<file path="src/rtl/imul_scheduler.sv">
// Multiplier issue scheduler: 2-way arbiter, tag pipe, credit-managed result FIFO.
// IMUL_SCHED_RR_EN selects round-robin arbitration; IMUL_LATENCY sets default depth.
`ifndef IMUL_LATENCY
`define IMUL_LATENCY 5
`endif

module imul_scheduler #(
    parameter int LATENCY   = `IMUL_LATENCY,
    parameter int TAG_W     = 6,
    parameter int BUF_DEPTH = 8
) (
    input  logic               clock,
    input  logic               reset,
    input  logic [1:0]         req_valid,
    input  logic [2*TAG_W-1:0] req_tag,
    output logic [1:0]         req_ready,
    input  logic               flush,
    output logic               mul_ce,
    output logic               mul_sel,
    input  logic [31:0]        mul_result,
    output logic               wb_valid,
    output logic [TAG_W-1:0]   wb_tag,
    output logic [31:0]        wb_data,
    input  logic               wb_ready
);

    localparam int PW = (BUF_DEPTH > 1) ? $clog2(BUF_DEPTH) : 1;
    localparam int CW = $clog2(BUF_DEPTH + 1);
    localparam logic [PW-1:0] LAST_IDX = PW'(BUF_DEPTH - 1);
    localparam logic [CW-1:0] ALL_CR = CW'(BUF_DEPTH);

    logic [CW-1:0]    credits;
    logic [CW-1:0]    count;
    logic [PW-1:0]    head;
    logic [PW-1:0]    tail;
    logic [TAG_W-1:0] buf_tag [BUF_DEPTH];
    logic [31:0]      buf_data [BUF_DEPTH];
    logic [LATENCY-1:0] pipe_v;
    logic [TAG_W-1:0] pipe_tag [LATENCY];

    logic             grant_sel;
    logic             can_issue;
    logic             accept;
    logic             push;
    logic             pop;
    logic [TAG_W-1:0] acc_tag;

`ifdef IMUL_SCHED_RR_EN
    logic rr_ptr;

    always_comb begin
        grant_sel = ~req_valid[0];
        if (req_valid == 2'b11)
            grant_sel = rr_ptr;
    end

    // Pointer hands priority to the requester that just lost.
    always_ff @(posedge clock) begin
        if (reset)
            rr_ptr <= 1'b0;
        else if (accept)
            rr_ptr <= ~grant_sel;
    end
`else
    assign grant_sel = ~req_valid[0];
`endif

    assign can_issue = !reset && !flush && (credits != '0);

    always_comb begin
        req_ready    = 2'b00;
        req_ready[0] = can_issue & req_valid[0] & ~grant_sel;
        req_ready[1] = can_issue & req_valid[1] & grant_sel;
    end

    assign accept  = |req_ready;
    assign mul_ce  = accept;
    assign mul_sel = accept & grant_sel;
    assign acc_tag = grant_sel ? req_tag[2*TAG_W-1:TAG_W]
                               : req_tag[TAG_W-1:0];

    assign push     = pipe_v[LATENCY-1];
    assign wb_valid = !reset && (count != '0);
    assign pop      = wb_valid & wb_ready & ~flush;
    assign wb_tag   = wb_valid ? buf_tag[head] : '0;
    assign wb_data  = wb_valid ? buf_data[head] : '0;

    always_ff @(posedge clock) begin
        if (reset || flush) begin
            pipe_v  <= '0;
            head    <= '0;
            tail    <= '0;
            count   <= '0;
            credits <= ALL_CR;
        end else begin
            pipe_v[0] <= accept;
            for (int i = 1; i < LATENCY; i++)
                pipe_v[i] <= pipe_v[i-1];
            if (push)
                tail <= (tail == LAST_IDX) ? '0 : tail + 1'b1;
            if (pop)
                head <= (head == LAST_IDX) ? '0 : head + 1'b1;
            count   <= count + CW'(push) - CW'(pop);
            credits <= credits - CW'(accept) + CW'(pop);
        end
    end

    always_ff @(posedge clock) begin
        pipe_tag[0] <= acc_tag;
        for (int i = 1; i < LATENCY; i++)
            pipe_tag[i] <= pipe_tag[i-1];
        if (push && !reset && !flush) begin
            buf_tag[tail]  <= pipe_tag[LATENCY-1];
            buf_data[tail] <= mul_result;
        end
    end

endmodule

</file>
<file path="config.mk">
export PLATFORM = sky130hd
export DESIGN_NAME = imul_scheduler
export DESIGN_NICKNAME = d
export VERILOG_FILES = /design/src/rtl/imul_scheduler.sv
export SDC_FILE = /design/constraint.sdc
export NUM_CORES = 1
export LEC_CHECK = 0
export CAP_MARGIN = 20
export CORE_MARGIN = 3
export CORE_UTILIZATION = 49
export DETAILED_ROUTE_END_ITERATION = 7
export PLACE_DENSITY = 0.77
export SETUP_SLACK_MARGIN = 0.2
export SYNTH_ARGS = -nofsm -noshare
export SYNTH_HDL_FRONTEND = slang
export SYNTH_SLANG_ARGS = --single-unit
</file>
<file path="constraint.sdc">
create_clock -name clock -period 12.7 [get_ports clock]
set_clock_uncertainty 0.2 [all_clocks]
set_input_delay 1.27 -clock clock [delete_from_list [all_inputs] [get_ports clock]]
set_output_delay 1.27 -clock clock [all_outputs]
set_load 0.02 [all_outputs]
</file>
==> results of run 1 <==
critical path, delay by kind of cell, from the launching register on:
| kind | cells | cell delay [ps] |
|---|---|---|
| muxes | 1 | 590 |
| DFF | 1 | 780 |
| buffers and inverters | 2 | 1360 |
| AOI/OAI and AO/OA | 1 | 280 |
area by class of cell:
class                   count  area, µm²
clock buffers              46        965
clock inverters            15        150
fillers                  1829      10600
inverters                   8       30.0
multi-input cells         206       2840
flip-flops and latches    356      10200
well taps                 335        419
repair buffers            105       1040
cell usage after synthesis, drive strengths merged:
cell | number | share of area [%]
nor4b | 1 | 0.067
nand2 | 5 | 0.14
or2 | 2 | 0.095
and2 | 10 | 0.48
a21o | 2 | 0.11
xnor2 | 2 | 0.13
dfxtp | 52 | 7.9
and3b | 2 | 0.13
a211oi | 2 | 0.15
inv | 8 | 0.23
mux2i | 10 | 0.76
buf | 21 | 1.2
a22o | 38 | 2.5
nand3b | 2 | 0.11
nand3 | 1 | 0.038
clkbuf | 9 | 0.26
nor3b | 2 | 0.15
edfxtp | 304 | 69
or3 | 1 | 0.048
fa | 2 | 0.30
a21oi | 4 | 0.15
nand2b | 5 | 0.24
nor3 | 3 | 0.11
mux4 | 76 | 13
mux2 | 6 | 0.51
ha | 12 | 1.1
xor2 | 2 | 0.13
nor2 | 16 | 0.46
layer usage:
layer / GRT usage, % / vias up
met3: 3.16 / 39
met1: 23.5 / 3212
met5: 0 / -
met4: 5.16 / 2
li1: - / 2693
met2: 30.1 / 193
kinds of logic (layout without fill, tap and decap cells):
logic type               count (synthesis)  after routing  share of synthesized area, %
XOR/XNOR                                 4              4                         0.266
AND/OR/NAND/NOR                         50             50                          2.07
adder cells (fa/ha/maj)                 14             14                          1.45
AO/OA/AOI/OAI                           46             46                          2.95
flip-flops                             356            356                          77.3
multiplexers                            92             92                          14.3
buffers and inverters                   38            174                          1.68
where the power goes:
group	total, mW	switching (mW)	internal, mW
Clock	0.997	0.400	0.596
Sequential	1.28	0.00475	1.28
Combinational	0.0373	0.0180	0.0193
final timing paths:
check / to / slack, ps
setup reg to reg: buf_tag[1][5] / 9900
hold reg to reg: pipe_tag[4][1] / 120
setup / recovery: wb_data[31] / 7660
hold / removal: pipe_tag[4][1] / 120
state kept, by name (all words and copies together) (netlist names), named ones only:
register and cells:
credits 4, pipe_tag 30, buf_tag 48, buf_data 256, pipe_v 5, head 3
count 4, tail 3
==> results.md, run 1 <==
- Post-DP Area: 14,500 µm²
- Post-route setup TNS: 0 ps
- Initial Utilization: ~50%
- Synth cell types: 34
- Die width: 170 µm
- Critical path class: reg2out
- Worst-Margin Slew: about 900 ps
- Maximum VDD drop: 0.109 mV
- CP max-delay cell: buf_4
- Via density: approximately 5.7
- Hold Fails Final Rpt: 0
- R2R cell count: 3
- Routed vias: about 6,100
- Max Clock Freq: about 200 MHz
- GR Overflow Total: 0
- Post-CTS Setup Repair Bufs: 0
- Maxcap violations: 0
- First drt pass iteration count: 4
- Clock transition at path regs: around 60 ps
- Final setup margin: 7660 ps
- Outcome: finished clean
- Fin util: between 50% and 60%
- Period utilisation layout: approximately two fifths
- FF+latch count, synth: ~360
- First-pass GRT wire length: between 30 and 40 mm
- Commonest non-fill, non-tap cells in the layout: 304 x edfxtp_1, 92 x clkdlybuf4s50_1, 76 x mux4_2
- Post-placement setup slack: about 7700 ps
- Pins over their slew limit: 0
- Reg2reg start: pipe_v[4]
- DRC viols: 0
- HP Start: pipe_tag[3][1]
- Fraction of layout cells with a size suffix above 1: between 20% and 30%
- Setup violators final: 0
- RSZ-0062 raised after global routing: no
- WP data required: about 11,000 ps
- Num CTS Buffers: 35
- Detailed Route Iter0 Violations: 540
- Cts repair resizes: 0
- Uppermost routed layer: met5
- Final Non-Filler Cells: approximately 1,100
- Crit path cell chain: buf_4 -> mux4_2 -> a22o_1 -> clkdlybuf4s50_1
- Syn nets: between 600 and 700
- Worst Path Max Fanout: between 40 and 50
- Max_slew headroom: 39.7%
- Dpl cells: 1,009
- Cell area after synthesis: between 10,000 and 15,000 µm²
- Avg Inst Size Synth: approximately 22 µm²
- Routed length per instance: around 23 µm
- Hold path cells: 0
- Crit path capture type: output port
- Initial antenna violation count: 1
- Critical path arrival: between 3000 and 4000 ps
- Total power draw: roughly 2.3 mW
- Largest net degree at the start of global routing: 77
- ANT cells: 0
- Sequential share of the synthesized area: around 77%
- Die Span Y: 170 µm
- P_leak: slightly below 5 nW
- Area grow syn2layout: 18.7%
- Worst-case clock buffer depth: 3
- CP max stage delay: 810 ps
- Vias in the first global route: between 6,000 and 7,000
- Wire length on met1: just over 10 mm
- Total GRT Usage: 17.6%
- Met2 WL post-DR: approximately 13 mm
- I/O pin total: 93
- Gpl congestion: roughly 0.73
- Clock sink count: about 360
- Final #Nets: a little under 800
- Tmin final: just over 5000 ps
- CTS Root Cell: clkbuf_16
- Routed Antenna Nets: 0
- Hold WC Path Type: reg2reg
- Critical Path Source Type: flip-flop
- P per Cell Area: 148 nW/µm²
- Core Area: 26,200 µm²
- Die area: between 20,000 and 30,000 µm²
- WL final: around 25 mm
- # hold bufs at CTS: 0
- Design area: 15,600 µm²
- Met3 wire length: around 1.4 mm
- Clk_lat worst skew: just over 500 ps
- Hpwl dp: around 13 mm
- Post-synthesis cell count: 600
- Htree depth: 2
- Rows: 59
- Most common cell after layout, fill and taps aside: edfxtp_1
- CTS tree: built
- Port buffer count: between 90 and 100
- Synth Warn #: 0
- Worst hold slack: about 120 ps
Note: power is estimated with default switching activity, not from simulation.
==> inputs of run 2 (changes only) <==
--- a/config.mk
+++ b/config.mk
@@ -9,7 +9,7 @@
 export CORE_MARGIN = 3
 export CORE_UTILIZATION = 49
 export DETAILED_ROUTE_END_ITERATION = 7
-export PLACE_DENSITY = 0.77
+export PLACE_DENSITY = 0.8
 export SETUP_SLACK_MARGIN = 0.2
 export SYNTH_ARGS = -nofsm -noshare
 export SYNTH_HDL_FRONTEND = slang
==> constraint.sdc (replaced) <==
create_clock -name clock -period 4.2 [get_ports clock]
set_clock_uncertainty 0.2 [all_clocks]
set_input_delay 0.42 -clock clock [delete_from_list [all_inputs] [get_ports clock]]
set_output_delay 0.42 -clock clock [all_outputs]
set_load 0.02 [all_outputs]
==> results.md, run 2 (synthesis results as in run 1) <==
- Critical Path Source Type: flip-flop
- Tmin final: between 3000 and 4000 ps
- Sw frac: between 10% and 20%
- Via density: ~5.6
- Outcome: finished clean
- Die width: 170 µm
- Post-route setup TNS: 0 ps
- Commonest non-fill, non-tap cells in the layout: 304 x edfxtp_1, 92 x clkdlybuf4s50_1, 76 x mux4_2
- Clock sink count: ~360
- P_leak: between 4 and 5 nW
- Routed length per instance: 22.7 µm
- Critical path arrival: around 2900 ps
- First-pass GRT wire length: around 38 mm
- Worst Path Max Fanout: 18
- Routed Antenna Nets: 0
- Fin util: about three fifths
- ANT cells: 0
- Max_slew headroom: about 63%
- Met2 WL post-DR: around 12 mm
- Vias in the first global route: 6,560
- P per Cell Area: approximately 440 nW/µm²
- Final setup margin: 717 ps
- Max FFs per register: 256
- Post-CTS Setup Repair Bufs: 0
- Total power draw: around 6.9 mW
- Initial Utilization: approximately half
- Gpl congestion: roughly 0.74
- Routed vias: 6,145
- WL final: roughly 25 mm
- Max Clock Freq: around 290 MHz
- Uppermost routed layer: met4
- Port buffer count: 92
- Sw Pwr: about 1.3 mW
- Hpwl dp: approximately 14 mm
- Worst hold slack: ~120 ps
- Clock transition at path regs: around 60 ps
- Core Area: 26,200 µm²
- Final #Nets: 790
- Clk_lat worst skew: between 500 and 600 ps
- Die Span Y: roughly 170 µm
- Maximum VDD drop: 0.333 mV
- Cts repair resizes: 0
- Critical path class: reg2out
- Wire length on met1: between 10 and 15 mm
- Filler cells: roughly 1,800
- Period utilisation layout: 82.9%
- Hold WC Path Type: reg2reg
- GR Overflow Total: 0
- Area grow syn2layout: 19.4%
- Die area: a little under 30,000 µm²
- CTS tree: built
- Post-placement setup slack: approximately 1100 ps
- Largest registers: buf_data x256, buf_tag x48, pipe_tag x30
- Maxcap violations: 0
- Cell-internal power: ~5.6 mW
- Initial antenna violation count: 0
- Hold Fails Final Rpt: 0
- I/O pin total: 93
- Met3 wire length: 1.45 mm
- Clock share of power: 42.5%
- Detailed Route Iter0 Violations: approximately 570
- Crit path capture type: output port
- DRC viols: 0
- # hold bufs at CTS: 0
- Num CTS Buffers: 36
- Pins over their slew limit: 0
- Comb pwr share: roughly 1.7%
- Most common cell after layout, fill and taps aside: edfxtp_1
- Setup violators final: 0
- Worst-case clock buffer depth: 3
- First drt pass iteration count: 5
- WP data required: between 3000 and 4000 ps
- Htree depth: 2
- Total GRT Usage: ~18%
- CTS Root Cell: clkbuf_16
- Rows: ~60
- Worst-Margin Slew: approximately 550 ps
- Fraction of layout cells with a size suffix above 1: between 20 and 25%
- RSZ-0062 raised after global routing: no
- Sequential power share: approximately 56%
- Top reg by flops: buf_data
- Largest net degree at the start of global routing: 47
## run 2: layout make-up
class / instances / area [µm²] / area share (%)
sequential: 356 / 10200 / 64.8
timing repair buffer: 118 / 1140 / 7.26
inverter: 8 / 30.0 / 0.191
tap: 335 / 419 / 2.67
clock inverter: 12 / 86.3 / 0.549
multi-input combinational: 206 / 2850 / 18.1
clock buffer: 54 / 1010 / 6.43
## run 2: routing by layer
layer,track usage [%],up-vias
met2,29.2,185
met5,0,-
met4,4.41,0
met3,3.69,31
met1,24.4,3208
li1,-,2721
## run 2: metrics by stage
stage                     instance area (µm²)  cells
after detailed placement                14600   1023
after global placement                  14600   1023
after floorplan                         13200    600
after CTS                               15700   1089
final                                   15700   1089
after global routing                    15700   1089
## run 2: worst max-delay path, stage by stage, from the launching register on
cell and delay [ps]:
dfxtp_4 570, buf_4 420, mux4_2 550, a22o_1 260, clkdlybuf4s50_1 550
## run 2: worst paths after layout
kind	startpoint	to	slack, ps	depth (start not counted)
min reg2reg	pipe_tag[3][3]	pipe_tag[4][3]	120	0
max	flip-flop	wb_tag[5]	720	4
min	pipe_tag[3][3]	pipe_tag[4][3]	120	0
max reg2reg	count[2]	credits[2]	1580	10
## run 2: power by group through the flow
| stage | registers [mW] | logic, mW | clock network, mW |
|---|---|---|---|
| after floorplan | 3.94 | 0.0295 | 0 |
| after global placement | 3.95 | 0.104 | 0 |
| after detailed placement | 3.95 | 0.115 | 0 |
| after CTS | 3.87 | 0.115 | 3.01 |
| after global routing | 3.87 | 0.127 | 3.17 |
| final | 3.87 | 0.115 | 2.95 |
==> inputs of run 3 (changes only) <==
--- a/config.mk
+++ b/config.mk
@@ -9,7 +9,7 @@
 export CORE_MARGIN = 3
 export CORE_UTILIZATION = 49
 export DETAILED_ROUTE_END_ITERATION = 7
-export PLACE_DENSITY = 0.8
+export PLACE_DENSITY = 0.77
 export SETUP_SLACK_MARGIN = 0.2
 export SYNTH_ARGS = -nofsm -noshare
 export SYNTH_HDL_FRONTEND = slang
==> constraint.sdc (replaced) <==
create_clock -name clock -period 3.5 [get_ports clock]
set_clock_uncertainty 0.2 [all_clocks]
set_input_delay 0.35 -clock clock [delete_from_list [all_inputs] [get_ports clock]]
set_output_delay 0.35 -clock clock [all_outputs]
set_load 0.02 [all_outputs]
==> results.md, run 3 (synthesis results as in run 1) <==
- Via density: around 5.7
- Outcome: finished clean
- CTS Root Cell: clkbuf_16
- Fin util: 61.0%
- Num CTS Buffers: 36
- Setup violators final: 0
- Hpwl dp: between 10 and 15 mm
- Clock transition at path regs: roughly 60 ps
- P_leak: around 5.5 nW
- # hold bufs at CTS: 0
- Max FFs per register: between 200 and 300
- Critical path arrival: 2660 ps
- Fraction of layout cells with a size suffix above 1: 23.8%
- Area grow syn2layout: 21.6%
- WP data required: between 2000 and 3000 ps
- GR Overflow Total: 0
- Maximum VDD drop: 0.322 mV
- First-pass GRT wire length: between 30 and 40 mm
- Final Non-Filler Cells: ~1,100
- Final #Nets: between 700 and 800
- First drt pass iteration count: 5
- Hold path cells: 0
- Period utilisation layout: approximately nine tenths
- Worst Path Max Fanout: 11
- R2R cell count: 9
- Post-route setup TNS: 0 ps
- Commonest non-fill, non-tap cells in the layout: 304 x edfxtp_1, 76 x mux4_2, 69 x clkdlybuf4s50_1
- Top reg by flops: buf_data
- Most common cell after layout, fill and taps aside: edfxtp_1
- Worst-case clock buffer depth: 3
- Pins over their slew limit: 0
- Rows: a little under 60
- Dpl cells: between 1,000 and 1,500
- Routed Antenna Nets: 0
- ANT cells: 0
- CTS tree: built
- Maxcap violations: 0
- Die Span Y: approximately 170 µm
- Hold Fails Final Rpt: 0
- WL final: around 25 mm
- Port buffer count: 92
- Tmin final: approximately 3200 ps
- Htree depth: 2
- Die width: ~170 µm
- Crit path capture type: output port
- Initial Utilization: between 50% and 60%
- Detailed Route Iter0 Violations: ~470
- Max Clock Freq: roughly 310 MHz
- Critical path class: reg2out
- Core Area: ~26,000 µm²
- Reg2reg start: count[2]
- Max_slew headroom: 61.2%
- RSZ-0062 raised after global routing: yes
- I/O pin total: 93
- Clock sink count: roughly 360
- Largest registers: buf_data x256, buf_tag x48, pipe_tag x30
- Critical Path Source Type: flip-flop
- Filler cells: ~1,800
- DRC viols: 0
- Worst Setup SP: count[2]
- Routed vias: around 6,200
- Hold WC Path Type: reg2reg
- Routed length per instance: around 23 µm
- Largest net degree at the start of global routing: 39
- Vias in the first global route: 6,799
- Worst-Margin Slew: between 500 and 600 ps
- Clk_lat worst skew: roughly 500 ps
- Initial antenna violation count: 1
- Die area: between 20,000 and 30,000 µm²
- P per Cell Area: about 530 nW/µm²
- Total GRT Usage: 17.8%
- HP Start: pipe_tag[2][1]
- Gpl congestion: 0.741
- Total power draw: around 8.4 mW
-- run 3: cell count changes in the layout (fill, tap and decap cells not counted), sizes merged --
cell	delta
buf	+4
bufinv	+2
clkbuf	-14
clkdlybuf4s50	-23
clkinv	+9
clkinvlp	+2
dlymetal6s2s	+23
inv	-1
-- run 3: worst paths after layout --
check	endpoint	slack, ps
worst max-delay path	wb_data[17]	290
worst max register to register	count[2]	840
worst min register to register	pipe_tag[3][1]	120
worst min-delay path	pipe_tag[3][1]	120
-- run 3: cell type report --
type	instances	area, µm²	share of cell area, %
Clock buffer	40	937	5.86
Timing Repair Buffer	122	1370	8.59
Clock inverter	24	193	1.20
Inverter	8	30.0	0.188
Tap cell	335	419	2.62
Multi-Input combinational cell	206	2860	17.9
Sequential cell	356	10200	63.6
-- run 3: layer usage --
| layer | track usage (%) | part of all wire (%) |
|---|---|---|
| met1 | 23.8 | 42 |
| met2 | 30.3 | 51 |
| met3 | 3.76 | 5.2 |
| met4 | 4.23 | 1.6 |
| met5 | 0 | 0.063 |
-- run 3: worst max-delay path, stage by stage (launching register included) --
cell	delay [ps]
dfxtp_1	310
inv_1	60
ha_1	200
nor3b_4	180
nor3b_4	190
buf_4	190
buf_6	210
a22o_1	200
clkdlybuf4s50_1	610
-- run 3: stage by stage --
| step | setup WS [ps] | hold WS (ps) | area (µm²) |
|---|---|---|---|
| 2_1_floorplan | 450 | 110 | 13200 |
| 3_3_place_gp | 441 | 110 | 14700 |
| 3_5_place_dp | 440 | 113 | 14700 |
| 4_1_cts | 208 | 127 | 15900 |
| 5_1_grt | 178 | 129 | 16000 |
| 6_report | 286 | 122 | 16000 |
-- run 3: repair_timing --
action / CTS / global route
resized for setup: 1 / 28
cloned: 0 / 1
endpoints found under the setup margin: 33 / 30
pin swaps: 0 / 1
buffers inserted: 3 / 1
-- run 3: report_power, final --
group	switching [mW]	total, mW	internal [mW]
clock	1.48	3.62	2.15
combinational	0.0684	0.140	0.0714
sequential	0.0175	4.65	4.63
total	1.56	8.41	6.85
